`config.mk`:
```
export PLATFORM = sky130hd
export DESIGN_NAME = mcu_responder
export DESIGN_NICKNAME = d
export VERILOG_FILES = /design/src/rtl/mcu_responder_pkg.sv /design/src/rtl/mcu_oam_dma.sv /design/src/rtl/mcu_responder.sv
export SDC_FILE = /design/constraint.sdc
export NUM_CORES = 1
export LEC_CHECK = 0
export CAP_MARGIN = 20
export CELL_PAD_IN_SITES_DETAIL_PLACEMENT = 0
export CELL_PAD_IN_SITES_GLOBAL_PLACEMENT = 1
export CORE_AREA = 2 2 408 410
export DETAILED_ROUTE_END_ITERATION = 10
export DIE_AREA = 0 0 410 412
export GPL_TIMING_DRIVEN = 0
export PLACE_DENSITY = 0.54
export SLEW_MARGIN = 20
export SYNTH_ARGS = -nofsm -noshare
export SYNTH_HDL_FRONTEND = slang
export SYNTH_SLANG_ARGS = --single-unit
```
`constraint.sdc`:
```
create_clock -name iClock -period 2.8 [get_ports iClock]
set_clock_uncertainty 0.05 [all_clocks]
set_input_delay 0.42 -clock iClock [delete_from_list [all_inputs] [get_ports iClock]]
set_output_delay 0.42 -clock iClock [all_outputs]
set_load 0.005 [all_outputs]
```
`src/rtl/mcu_responder_pkg.sv`:
```
// mcu_responder_pkg: shared definitions for the MCU bus responder.
//   - Memory-map bounds used by the address decoder.
//   - OAM DMA state encoding and source-page folding helper.
package mcu_responder_pkg;

  // Memory map
  localparam logic [15:0] EXT_LIMIT    = 16'hFEFF;  // 0000-FEFF external port
  localparam logic [15:0] IO_BASE      = 16'hFF00;
  localparam logic [15:0] IO_LIMIT     = 16'hFF7F;
  localparam logic [15:0] DMA_REG_ADDR = 16'hFF46;
  localparam logic [15:0] HRAM_BASE    = 16'hFF80;
  localparam logic [15:0] HRAM_LIMIT   = 16'hFFFE;
  localparam logic [15:0] IE_ADDR      = 16'hFFFF;

  // Source pages above DFxx alias down into work RAM.
  localparam logic [7:0] DMA_SRC_FOLD_MAX    = 8'hDF;
  localparam logic [7:0] DMA_SRC_FOLD_OFFSET = 8'h20;

  typedef enum logic [1:0] {
    DmaIdle,
    DmaStart,
    DmaRd,
    DmaWr
  } dma_state_e;

  function automatic logic [7:0] dma_src_hi(input logic [7:0] v);
    return (v <= DMA_SRC_FOLD_MAX) ? v : v - DMA_SRC_FOLD_OFFSET;
  endfunction

endpackage

```
`src/rtl/mcu_oam_dma.sv`:
```
// mcu_oam_dma: OAM DMA sequencer. Copies P_DMA_LEN bytes from page i_src_hi
// of the external port into OAM as alternating read/write cycles.
// Ports:
//   iClock, iReset    clock, synchronous active-high reset
//   i_start           restart transfer (CPU write to FF46)
//   i_src_hi          source high byte, already folded
//   i_mem_data        external read data for the current read cycle
//   o_active          high in START/RD/WR
//   o_mem_addr/_re    external read address / strobe
//   o_oam_addr/_data/_we  OAM write port
module mcu_oam_dma
  import mcu_responder_pkg::*;
#(
  parameter logic [7:0] P_DMA_LEN = 8'hA0
) (
  input  logic        iClock,
  input  logic        iReset,
  input  logic        i_start,
  input  logic [7:0]  i_src_hi,
  input  logic [7:0]  i_mem_data,
  output logic        o_active,
  output logic [15:0] o_mem_addr,
  output logic        o_mem_re,
  output logic [7:0]  o_oam_addr,
  output logic [7:0]  o_oam_data,
  output logic        o_oam_we
);

  dma_state_e r_state, w_state_next;
  logic [7:0] r_idx;
  logic [7:0] r_src;
  logic [7:0] r_data;
  logic       w_last;

  assign w_last = (r_idx == P_DMA_LEN - 8'd1);

  always_ff @(posedge iClock) begin
    if (iReset) begin
      r_state <= DmaIdle;
      r_idx   <= 8'h00;
      r_src   <= 8'h00;
      r_data  <= 8'h00;
    end else begin
      r_state <= w_state_next;
      if (i_start) begin
        r_src <= i_src_hi;
        r_idx <= 8'h00;
      end else if (r_state == DmaWr) begin
        r_idx <= w_last ? 8'h00 : r_idx + 8'd1;
      end
      if (r_state == DmaRd) begin
        r_data <= i_mem_data;
      end
    end
  end

  always_comb begin
    w_state_next = r_state;
    if (i_start) begin
      w_state_next = DmaStart;
    end else begin
      unique case (r_state)
        DmaIdle:  w_state_next = DmaIdle;
        DmaStart: w_state_next = DmaRd;
        DmaRd:    w_state_next = DmaWr;
        DmaWr:    w_state_next = w_last ? DmaIdle : DmaRd;
        default:  w_state_next = DmaIdle;
      endcase
    end
  end

  assign o_active   = (r_state != DmaIdle);
  assign o_mem_addr = {r_src, r_idx};
  assign o_mem_re   = (r_state == DmaRd);
  assign o_oam_addr = r_idx;
  assign o_oam_data = r_data;
  assign o_oam_we   = (r_state == DmaWr);

endmodule

```
`src/rtl/mcu_responder.sv`:
```
// mcu_responder: CPU bus responder. Decodes the CPU address into the external
// memory port (0000-FEFF), peripheral port (FF00-FF7F), internal HRAM
// (FF80-FFFE) and IE register (FFFF); registers read data; arbitrates the
// external port with the OAM DMA engine.
// Build option: define MCU_RESPONDER_OAM_DMA_EN to enable the FF46 OAM DMA.
// Without it FF46 is an ordinary IO address and the DMA outputs are tied 0.
// Ports:
//   iClock, iReset                      clock, synchronous active-high reset
//   iCpuAddr/iCpuData/iCpuReadRequest/iCpuWe   CPU bus request
//   oCpuData                            registered read data
//   oMemAddr/oMemData/oMemWe/oMemRe, iMemData  external memory port
//   oIoAddr/oIoData/oIoWe/oIoRe, iIoData       peripheral port
//   oOamAddr/oOamData/oOamWe            DMA write port into OAM
//   oDmaActive                          DMA owns the external port
module mcu_responder
  import mcu_responder_pkg::*;
#(
  parameter logic [7:0]  P_DMA_LEN    = 8'hA0,
  parameter int unsigned P_HRAM_DEPTH = 127
) (
  input  logic        iClock,
  input  logic        iReset,
  input  logic [15:0] iCpuAddr,
  input  logic [7:0]  iCpuData,
  input  logic        iCpuReadRequest,
  input  logic        iCpuWe,
  output logic [7:0]  oCpuData,
  output logic [15:0] oMemAddr,
  output logic [7:0]  oMemData,
  output logic        oMemWe,
  output logic        oMemRe,
  input  logic [7:0]  iMemData,
  output logic [6:0]  oIoAddr,
  output logic [7:0]  oIoData,
  output logic        oIoWe,
  output logic        oIoRe,
  input  logic [7:0]  iIoData,
  output logic [7:0]  oOamAddr,
  output logic [7:0]  oOamData,
  output logic        oOamWe,
  output logic        oDmaActive
);

  logic [7:0] r_hram [P_HRAM_DEPTH];
  logic [7:0] r_ie;
  logic [7:0] r_cpu_data;
  logic [6:0] w_hram_idx;
  logic       w_wr, w_rd;
  logic       w_sel_ext, w_sel_io, w_sel_hram, w_sel_ie;
  logic       w_dma_active;
  logic [7:0] w_rd_data;

  // Reset outranks any CPU access; a write masks a simultaneous read.
  assign w_wr = iCpuWe & ~iReset;
  assign w_rd = iCpuReadRequest & ~iCpuWe & ~iReset;

  assign w_hram_idx = iCpuAddr[6:0];
  assign w_sel_ext  = (iCpuAddr <= EXT_LIMIT);
  assign w_sel_hram = (iCpuAddr >= HRAM_BASE) && (iCpuAddr <= HRAM_LIMIT) &&
                      (32'(w_hram_idx) < P_HRAM_DEPTH);
  assign w_sel_ie   = (iCpuAddr == IE_ADDR);

`ifdef MCU_RESPONDER_OAM_DMA_EN
  logic [7:0]  r_dma_reg;
  logic        w_sel_dma_reg;
  logic [15:0] w_dma_mem_addr;
  logic        w_dma_mem_re;

  assign w_sel_dma_reg = (iCpuAddr == DMA_REG_ADDR);
  assign w_sel_io      = (iCpuAddr >= IO_BASE) && (iCpuAddr <= IO_LIMIT) && !w_sel_dma_reg;

  always_ff @(posedge iClock) begin
    if (iReset) begin
      r_dma_reg <= 8'h00;
    end else if (w_wr && w_sel_dma_reg) begin
      r_dma_reg <= iCpuData;
    end
  end

  mcu_oam_dma #(
    .P_DMA_LEN (P_DMA_LEN)
  ) u_dma (
    .iClock     (iClock),
    .iReset     (iReset),
    .i_start    (w_wr && w_sel_dma_reg),
    .i_src_hi   (dma_src_hi(iCpuData)),
    .i_mem_data (iMemData),
    .o_active   (w_dma_active),
    .o_mem_addr (w_dma_mem_addr),
    .o_mem_re   (w_dma_mem_re),
    .o_oam_addr (oOamAddr),
    .o_oam_data (oOamData),
    .o_oam_we   (oOamWe)
  );
`else
  logic w_unused_dma_len;

  assign w_sel_io         = (iCpuAddr >= IO_BASE) && (iCpuAddr <= IO_LIMIT);
  assign w_dma_active     = 1'b0;
  assign w_unused_dma_len = ^P_DMA_LEN;
  assign oOamAddr         = 8'h00;
  assign oOamData         = 8'h00;
  assign oOamWe           = 1'b0;
`endif

  assign oDmaActive = w_dma_active;

  // External port: the DMA engine takes it over completely while active.
  always_comb begin
    oMemAddr = iCpuAddr;
    oMemData = iCpuData;
    oMemWe   = w_wr & w_sel_ext & ~w_dma_active;
    oMemRe   = w_rd & w_sel_ext & ~w_dma_active;
`ifdef MCU_RESPONDER_OAM_DMA_EN
    if (w_dma_active) begin
      oMemAddr = w_dma_mem_addr;
      oMemData = 8'h00;
      oMemRe   = w_dma_mem_re;
    end
`endif
  end

  assign oIoAddr = iCpuAddr[6:0];
  assign oIoData = iCpuData;
  assign oIoWe   = w_wr & w_sel_io & ~w_dma_active;
  assign oIoRe   = w_rd & w_sel_io & ~w_dma_active;

  // Read mux; bus regions blocked by DMA and unmapped HRAM read as FF.
  always_comb begin
    w_rd_data = 8'hFF;
    if (w_sel_ext) begin
      w_rd_data = w_dma_active ? 8'hFF : iMemData;
    end else if (w_sel_io) begin
      w_rd_data = w_dma_active ? 8'hFF : iIoData;
`ifdef MCU_RESPONDER_OAM_DMA_EN
    end else if (w_sel_dma_reg) begin
      w_rd_data = r_dma_reg;
`endif
    end else if (w_sel_hram) begin
      w_rd_data = r_hram[w_hram_idx];
    end else if (w_sel_ie) begin
      w_rd_data = r_ie;
    end
  end

  always_ff @(posedge iClock) begin
    if (iReset) begin
      r_cpu_data <= 8'h00;
      r_ie       <= 8'h00;
    end else begin
      if (w_rd) begin
        r_cpu_data <= w_rd_data;
      end
      if (w_wr && w_sel_ie) begin
        r_ie <= iCpuData;
      end
    end
  end

  // HRAM contents survive reset.
  always_ff @(posedge iClock) begin
    if (w_wr && w_sel_hram) begin
      r_hram[w_hram_idx] <= iCpuData;
    end
  end

  assign oCpuData = r_cpu_data;

endmodule

```
==> reports/qor.yml <==
status: "finished with violations"
endpoint: "oCpuData[3]"
crit_chain: "buf_6, buf_8, buf_16, buf_12, buf_8, buf_6, mux2_2, a22oi_1, o21ai_1, nand4_1, a41oi_2"
yosys.area_share.simple: 0.0439
maxCapViolCount: 0
yosys.area.top_type: "edfxtp_1"
synth_compound_area_frac: 0.103
cts_sinks: 1032
syn-cell-area_um2: 41000
grt_setup_unrepaired: "yes"
irDropWorstVdd_mv: 0.527
worst_pin_slew_ns: 1.18
synth.area.top_cells: "edfxtp_1, mux4_2, a221oi_1"
power.leakage_nw: 16.0
layout_common_cells: "edfxtp_1, a221oi_1, buf_4, clkbuf_16, a22oi_1"
setup_violations: 43
drv_slew: 0
r2r_cells: 6
syn-instance-count: 2446
die_area_um2: 169000
p_int_mw: 26.8
core_um2: 164000
register_area_um2: 30800
die_h_um: 412
grt_use_total: 0.207
detail_route.vias_per_cell: 5.35
cts_tree: "built"
ant_nets: 0
root_buffer: "clkbuf_16"
vias: 26800
chipWidth_um: 410
hpwl_um: 115000
synth_top_area_frac: 0.745
clkLatencyLatePin_ns: 0.72
synth_edf_count: 1016
dp_slack_ns: -3.40
start_util: 0.249
nFillCells: 16100
nets: 2760
synth-seq-area-share: 0.753
critPathMaxStageDelay_ns: 0.56
comb_power_share: 0.076
antenna_found_initial: 19
async_flop_share: 0
finalCriticalPeriod_ns: 2.95
final_common_cell: "edfxtp_1"
synth_adder_area_share: 0
r2r-start: "r_hram[21][0]"
drtPass1Iterations: 5
end_kind: "flip-flop"
finalHoldViolCount: 0
wirelength_um: 179000
ys.flop_type: "edfxtp_1"
num_rows: 149
place_congestion: 0.971
cts_buffers: 112
ios: 113
critical_path_buf_inv_count: 6
cp_max_fo: 10
drtIter0Drc: 4287
startpoint_type: "input port"
yosys.cell_types.count: 82
wire_per_inst_um: 35.7
synth_area_per_cell_um2: 16.7
path_clk_slew_ns: 0.06
crit_type: "in2reg"
grt_max_degree: 97
crit_cells: 11
crit_slowest_cell: "a41oi_2"
power_mw: 35.2
fmax_mhz: 339
ff2ff_setup_slack_ns: 0.08
cp_top_family: "buffers and inverters"
crit_required_ns: 3.32
worst_slack_ns: -0.151
port-buffer-count: 91
violations: "setup timing"
switching_share: 0.237
worstReg2RegEnd: "oCpuData[0]"
overflow: 0
ys_ff_latch: 1032
hold_path.class: "in2reg"
cts_buffer_depth: 3
min_period_over_period: 1.05
synth_top_family_by_area: "compound AO/OA/AOI/OAI gates"
multi_input_area_um2: 9980
startpoint: "iCpuAddr[0]"
power_switching_mw: 8.34
seq_power_share: 0.482
p_per_area_nw_per_um2: 687
timing.slew.headroom: 0.214
ctsHoldBuffers: 0
drc: 0
syn_to_final_growth_pct: 24.9
grt_pass1_vias: 25000
drive_gt1_frac: 0.285
clkPwrFrac: 0.442
synthMuxAreaShare: 0.0650
worstPathArrival_ns: 3.47
yosysWarningCount: 0
grt_pass1_wl_um: 235000
cts_max_level: 3
synth_xor_area_frac: 0
[cell families after synthesis]
family                 Yosys count
other                            1
muxes                          192
and+or+nand+nor                399
AOI/OAI and AO/OA              580
buffers and inverters          242
DFF                           1032
[layout make-up]
type / instances / area share
Sequential cell: 1032 / 0.603
Antenna cell: 4 / 0.000196
Inverter: 19 / 0.00142
Clock inverter: 81 / 0.0166
Multi-Input combinational cell: 1189 / 0.195
Clock buffer: 124 / 0.0573
Timing Repair Buffer: 143 / 0.0307
Tap cell: 2189 / 0.0535
Buffer: 219 / 0.0424
[timing repair]
action	CTS	global route
buffers inserted	21	20
hold endpoints to repair	0	0
endpoints found under the setup margin	1034	125
pin swaps	23	14
gates resized for setup	501	89
[how the worst min path moves through the flow]
stage,startpoint,to,slack (ns),cells past startpoint
finish,iCpuData[0],r_hram[71][0],0.08,1
global placement,r_ie[0],r_ie[0],0.41,2
floorplan,r_ie[1],r_ie[1],0.40,2
global route,iCpuData[0],r_hram[66][0],0.07,1
CTS,iCpuData[0],r_hram[67][0],0.07,1
detailed placement,r_ie[4],r_ie[4],0.42,2
[synth_stat cells (all sizes together), types with 4 or more instances]
library cell,count
a221o,16
mux2,81
o211ai,15
o2111ai,5
a22oi,100
and2,7
nand3,17
buf,166
nor2,187
nand2b,14
nor3,10
o211a,6
mux2i,61
edfxtp,1016
a21oi,100
o21ai,83
o2bb2ai,6
nand2,104
and3,10
a211oi,11
nand4,8
inv,18
a31oi,12
clkbuf,57
o21a,5
dfxtp,16
a221oi,130
a2111oi,13
o22ai,19
o221ai,12
mux4,50
a22o,16
and3b,4
nor2b,11
or2,4
nor4,8
[flip-flops by register name, indices dropped and copies added, names as in the netlist]
register,count
oCpuData,8
r_ie,8
r_hram,1016
[metal layers]
| metal | wire [um] | track usage |
|---|---|---|
| met5 | 92 | 0 |
| met4 | 8920 | 0.0900 |
| met3 | 21200 | 0.0649 |
| met2 | 76100 | 0.302 |
| met1 | 72200 | 0.280 |
[through the flow]
step | setup TNS (ns) | instances | utilization | area (um2) | hold slack [ns]
finish | -1.21 | 5000 | 0.311 | 51200 | 0.0810
global route | -0.0361 | 4996 | 0.311 | 51100 | 0.0723
CTS | -0.437 | 4977 | 0.308 | 50600 | 0.0741
detailed placement | -2985.68 | 4754 | 0.274 | 45000 | 0.423
global placement | -6548.14 | 4743 | 0.272 | 44700 | 0.411
floorplan | 0 | 2463 | - | 41000 | 0.399
[power by group through the flow]
stage / sequential [mW] / combinational (mW) / clock [mW]
after floorplan: 17.3 / 0.898 / 0
after global placement: 17.4 / 2.30 / 0
after detailed placement: 17.3 / 2.35 / 0
after CTS: 17.0 / 2.51 / 15.5
after global routing: 17.0 / 2.68 / 16.2
final: 17.0 / 2.67 / 15.5
[worst register-to-register path: stages (launching register included)]
cell and delay (ns):
edfxtp_1 0.41, mux2_4 0.27, a221o_1 0.30, a222oi_1 0.65, o22ai_1 0.16, or4_4 0.59
o2bb2ai_1 0.15
(Power assumes the default switching activity.)
==> RTL change 1, RTL diff (same settings) <==
Change the parameter `P_HRAM_DEPTH` from 127 to 254.
--- a/src/rtl/mcu_responder.sv
+++ b/src/rtl/mcu_responder.sv
@@ -16,7 +16,7 @@
   import mcu_responder_pkg::*;
 #(
   parameter logic [7:0]  P_DMA_LEN    = 8'hA0,
-  parameter int unsigned P_HRAM_DEPTH = 127
+  parameter int unsigned P_HRAM_DEPTH = 254
 ) (
   input  logic        iClock,
   input  logic        iReset,
Function: not settled (the Yosys comparison gave no result); the edit may change what the design does.
==> RTL change 1 against the original RTL <==
The run still ends with setup timing left. Setup slack worse by 0.036 ns. Sequential cell count up 8. Die area unchanged. Routed wire length up 9.6%. Global-route usage up 1.7 points. Count of clock-buffer cells in the layout up 21. Synthesized area up 0.69%. Total power down 1.8%. Final area up 2.3%. Critical path type unchanged. Largest power group unchanged.
==> RTL change 1: results (changes against the original RTL) <==
- Run status: finished with violations (unchanged)
- Failing checks: setup timing (unchanged)
- RePlAce Congestion: 0.971 (about the same)
- Most flops, register: r_hram (unchanged)
- Area contributors post-synth: edfxtp_1 (75%), mux2i_1 (2.8%), a221oi_1 (2.7%) (was edfxtp_1 (74%), mux4_2 (2.7%), a221oi_1 (2.7%))
- Final setup vio count: 141 (was 43)
- Root Buffer: clkbuf_16 (unchanged)
- DP Worst Slack: -3.48 ns (was -3.40 ns)
- Final std cells w/o fill: 5111 (was 5000)
- Synth Flop Type: edfxtp_1 (unchanged)
- Tightest Pin Transition: 1.20 ns (was 1.18 ns)
- Beginning of the critical path: iCpuAddr[5] (was iCpuAddr[0])
- Tot GR Track Use: 22.4% (was 20.7%)
- Crit-path max cell delay: 0.70 ns (was 0.56 ns)
- Total CTS buffers: 113 (was 112)
- Max reg flops: 1024 (was 1016)
- Worst min path class: in2reg (unchanged)
- Vias in the first global route: 25912 (was 25000)
- Reg2reg start: r_hram[28][5] (was r_hram[21][0])
- Mapped Avg Cell Area: 16.5 um^2 (was 16.7 um^2)
- Initial antenna violation count: 11 (was 19)
- Worst Hold Launch: iCpuData[7] (was iCpuData[0])
- Seq/Total Area, Yosys: 75.3% (about the same)
- Clock insertion delay at the later pin of the skew report: 0.74 ns (was 0.72 ns)
- Fin nets: 2867 (was 2760)
- PnR worst setup slack: -0.187 ns (was -0.151 ns)
- Post-DP HPWL: 123000 um (was 115000 um)
- Starting DRT DRC Count: 5393 (was 4287)
- Maximum VDD drop: 0.471 mV (was 0.527 mV)
- Slowest cell on the critical path: clkdlybuf4s50_1 (was a41oi_2)
- Share of cells above drive strength 1: 28.8% (was 28.5%)
- Placed insts: 4815 (was 4754)
- Net load switching power: 8550 uW (was 8340 uW)
- Largest net degree at the start of global routing: 99 (was 97)
- WL/cell: 38.3 um (was 35.7 um)
- Netlist cell types: 76 (was 82)
- First-pass GRT wire length: 252000 um (was 235000 um)
- Total number of vias: 28207 (was 26751)
- Post-synth EDFFs: 1024 (was 1016)
- Leading cell types by count after synthesis: edfxtp_1 (1024), nor2_1 (197), a221oi_1 (125), mux2i_1 (117), mux2_2 (97) (was edfxtp_1 (1016), nor2_1 (185), a221oi_1 (127), nand2_1 (104), a21oi_1 (100))
- Port Buffers: 92 (was 91)
- Static leakage: 0.0165 uW (was 0.0160 uW)
- Pre-antenna DRT Iters: 6 (was 5)
- Clk buf depth: 3 (unchanged)
RTL change 1: changes by cell type after synthesis, moves of 14 or more:
| cell | unedited run | this run |
|---|---|---|
| mux2i_1 | 61 | 117 |
| o22ai_1 | 19 | 5 |
| a21oi_1 | 100 | 86 |
| buf_6 | 22 | 8 |
| mux4_2 | 50 | 20 |
| mux2_2 | 70 | 97 |
RTL change 1: power groups by stage:
| stage | clock [uW] | combinational (uW) | sequential [uW] |
|---|---|---|---|
| after floorplan | 0 | 899 | 17400 |
| after global placement | 0 | 2450 | 17600 |
| after detailed placement | 0 | 2510 | 17400 |
| after CTS | 14400 | 2780 | 17100 |
| after global routing | 15000 | 2880 | 17100 |
| final | 14500 | 2930 | 17100 |
RTL change 1: layer usage:
metal	wire length [um]	global-route usage (%)	up-vias
met2	85300	33.7	2189
met4	11200	11.2	10
met5	62	0	-
met3	22400	5.75	433
met1	76800	29.8	14844
li1	-	-	10731
RTL change 1: what timing repair did:
item	CTS	global route
resized for setup	574	48
buffers inserted	62	23
gates cloned	1	0
pin swaps	52	22
setup endpoints to repair	1035	561
RTL change 1: area by class of cell:
class                   count  area (um^2)
fillers                 16027       112000
flip-flops and latches   1040        31100
multi-input cells        1248        10300
clock buffers             145         2970
well taps                2189         2740
repair buffers            191         2430
plain buffers             224         2270
clock inverters            64          497
inverters                   5         23.8
diodes                      5         12.5
RTL change 1: kinds of logic after synthesis:
| kind of cell | after synthesis | synth area share (%) |
|---|---|---|
| AOI/OAI and AO/OA | 579 | 10.5 |
| DFF | 1040 | 75.3 |
| muxes | 235 | 6.62 |
| other | 1 | 0.00909 |
| buffers and inverters | 233 | 3.11 |
| and+or+nand+nor | 408 | 4.46 |
RTL change 1: final timing paths:
path                   endpoint  slack [ns]  cells past startpoint
setup / recovery    oCpuData[2]       -0.19                     10
hold / removal    r_hram[84][7]        0.05                      1
setup reg to reg    oCpuData[5]        0.05                      7
hold reg to reg         r_ie[1]        0.43                      2
RTL change 1: stage by stage:
step	setup TNS, ns	hold slack, ns	instance area (um^2)
6_report	-5.70	0.0522	52300
3_5_place_dp	-2662.74	0.418	45400
4_1_cts	-16.06	0.0378	51800
2_1_floorplan	0	0.399	41300
5_1_grt	0	0.0506	52300
3_3_place_gp	-7088.46	0.413	45000
RTL change 1: worst reg2reg max path: stages (launching register included):
cell      delay (ns)
edfxtp_1        0.36
mux2_4          0.27
a22o_1          0.24
a221oi_2        0.42
o21ai_1         0.15
or4_1           0.50
o41ai_1         0.40
o21ai_1         0.20
==> RTL change 2, RTL diff (same flow settings) <==
Made on the original files. Register the inputs `iCpuReadRequest`, `iCpuWe` and `iIoData` before use. The logic sees them one clock later. The other inputs are not delayed to match.
--- a/src/rtl/mcu_responder.sv
+++ b/src/rtl/mcu_responder.sv
@@ -41,6 +41,16 @@
   output logic        oDmaActive
 );
 
+  logic iCpuReadRequest_q;
+  logic iCpuWe_q;
+  logic [7:0] iIoData_q;
+
+  always_ff @(posedge iClock) begin
+    iCpuReadRequest_q <= iCpuReadRequest;
+    iCpuWe_q          <= iCpuWe;
+    iIoData_q         <= iIoData;
+  end
+
   logic [7:0] r_hram [P_HRAM_DEPTH];
   logic [7:0] r_ie;
   logic [7:0] r_cpu_data;
@@ -51,8 +61,8 @@
   logic [7:0] w_rd_data;
 
   // Reset outranks any CPU access; a write masks a simultaneous read.
-  assign w_wr = iCpuWe & ~iReset;
-  assign w_rd = iCpuReadRequest & ~iCpuWe & ~iReset;
+  assign w_wr = iCpuWe_q & ~iReset;
+  assign w_rd = iCpuReadRequest_q & ~iCpuWe_q & ~iReset;
 
   assign w_hram_idx = iCpuAddr[6:0];
   assign w_sel_ext  = (iCpuAddr <= EXT_LIMIT);
@@ -131,7 +141,7 @@
     if (w_sel_ext) begin
       w_rd_data = w_dma_active ? 8'hFF : iMemData;
     end else if (w_sel_io) begin
-      w_rd_data = w_dma_active ? 8'hFF : iIoData;
+      w_rd_data = w_dma_active ? 8'hFF : iIoData_q;
 `ifdef MCU_RESPONDER_OAM_DMA_EN
     end else if (w_sel_dma_reg) begin
       w_rd_data = r_dma_reg;
Formal check against the unedited RTL: not equivalent (a bounded check fails within 4 cycles, from zero or initial values and one cycle with iReset high).
==> RTL change 2 against the original RTL <==
The flow still finishes with violations (setup timing). Synthesized cell count rose by 1.8%. Synthesized area increased by 0.85%. Routed wire length is 8.2% higher. Die area did not move. Final area is 2.6% higher. Sequential cell count is 10 higher. Register-to-register slack got worse by 0.13 ns. Setup slack better by 0.00051 ns. Total power increased by 0.69%. Critical endpoint is now oCpuData[2]. Largest power group unchanged.
==> RTL change 2: results (changes against the original RTL) <==
- Mapped Avg Cell Area: 16.6 um^2 (was 16.7 um^2)
- Maximum VDD drop: 0.468 mV (was 0.527 mV)
- First-pass GRT wire length: 249000 um (was 235000 um)
- # Post-CTS Setup Buffers: 58 (was 21)
- Starting DRT DRC Count: 4865 (was 4287)
- Final std cells w/o fill: 5086 (was 5000)
- Netlist cell types: 80 (was 82)
- RePlAce Congestion: 0.966 (was 0.971)
- Pre-antenna DRT Iters: 6 (was 5)
- Leading cell types by count after synthesis: edfxtp_1 (1016), nor2_1 (189), mux2i_1 (116), nand2_1 (102), a21oi_1 (98) (was edfxtp_1 (1016), nor2_1 (185), a221oi_1 (127), nand2_1 (104), a21oi_1 (100))
- Static leakage: 0.0167 uW (was 0.0160 uW)
- Seq/Total Area, Yosys: 75.1% (was 75.3%)
- Post-DP HPWL: 123000 um (was 115000 um)
- Largest net degree at the start of global routing: 79 (was 97)
- WL/cell: 38.0 um (was 35.7 um)
- Slew headroom: 39.8% (was 21.4%)
- CP arrival: 3.48 ns (was 3.47 ns)
- Share of cells above drive strength 1: 28.7% (was 28.5%)
- Mapped cell area: 0.0413 mm^2 (was 0.0410 mm^2)
- Run status: finished with violations (unchanged)
- PnR worst setup slack: -0.150 ns (was -0.151 ns)
- Total number of vias: 27763 (was 26751)
- Setup TNS: -1.43 ns (was -1.21 ns)
- Initial antenna violation count: 21 (was 19)
- Vias in the first global route: 25754 (was 25000)
- Clock insertion delay at the later pin of the skew report: 0.74 ns (was 0.72 ns)
- Resized Gates After CTS: 588 (was 501)
- Placed insts: 4805 (was 4754)
- Final setup vio count: 61 (was 43)
- Failing checks: setup timing (unchanged)
- Fin nets: 2845 (was 2760)
- Crit-path max cell delay: 0.45 ns (was 0.56 ns)
- Port Buffers: 93 (was 91)
[RTL change 2: per-stage QoR]
step	utilization, %	worst slack, ns	hold WS (ns)
finish	32.0	-0.150	0.0699
global route	31.9	0.00223	0.0747
CTS	31.7	-0.0258	0.0618
detailed placement	27.7	-3.70	0.414
global placement	27.4	-4.02	0.414
floorplan	-	0.104	0.398
[RTL change 2: area by class of cell]
class / count / area, um^2
inverter: 8 / 43.8
sequential: 1042 / 31000
fill: 15912 / 112000
antenna: 5 / 12.5
clock inverter: 63 / 721
buffer: 219 / 2310
clock buffer: 142 / 3000
timing repair buffer: 185 / 2310
multi-input combinational: 1233 / 10300
tap: 2189 / 2740
[RTL change 2: power breakdown]
group | switching [uW] | internal (uW) | leakage [uW] | total [uW]
clock network | 6440 | 9010 | 0.00182 | 15400
logic | 2020 | 827 | 0.00557 | 2850
registers | 6.07 | 17100 | 0.00934 | 17100
total | 8460 | 26900 | 0.0167 | 35400
[RTL change 2: worst paths after layout]
kind,from,slack [ns],cells after the start,to
max,iCpuAddr[2],-0.15,11,oCpuData[2]
max reg2reg,r_hram[72][1],-0.05,7,oCpuData[1]
min reg2reg,r_ie[7],0.42,2,r_ie[7]
min,iCpuData[4],0.07,1,r_hram[12][4]
[RTL change 2: cell families after synthesis]
family                 share of synthesized area, %
multiplexers                                   6.84
buffers and inverters                          3.33
AO/OA/AOI/OAI                                  10.1
flip-flops                                     75.1
AND/OR/NAND/NOR                                4.62
other                                       0.00908
[RTL change 2: per-layer routing]
metal | global-route usage (%) | wire length, um | vias to the layer above
li1 | - | - | 10624
met1 | 29.0 | 75400 | 14519
met2 | 33.3 | 83000 | 2116
met3 | 6.45 | 22200 | 494
met4 | 12.2 | 12600 | 10
met5 | 0 | 62 | -
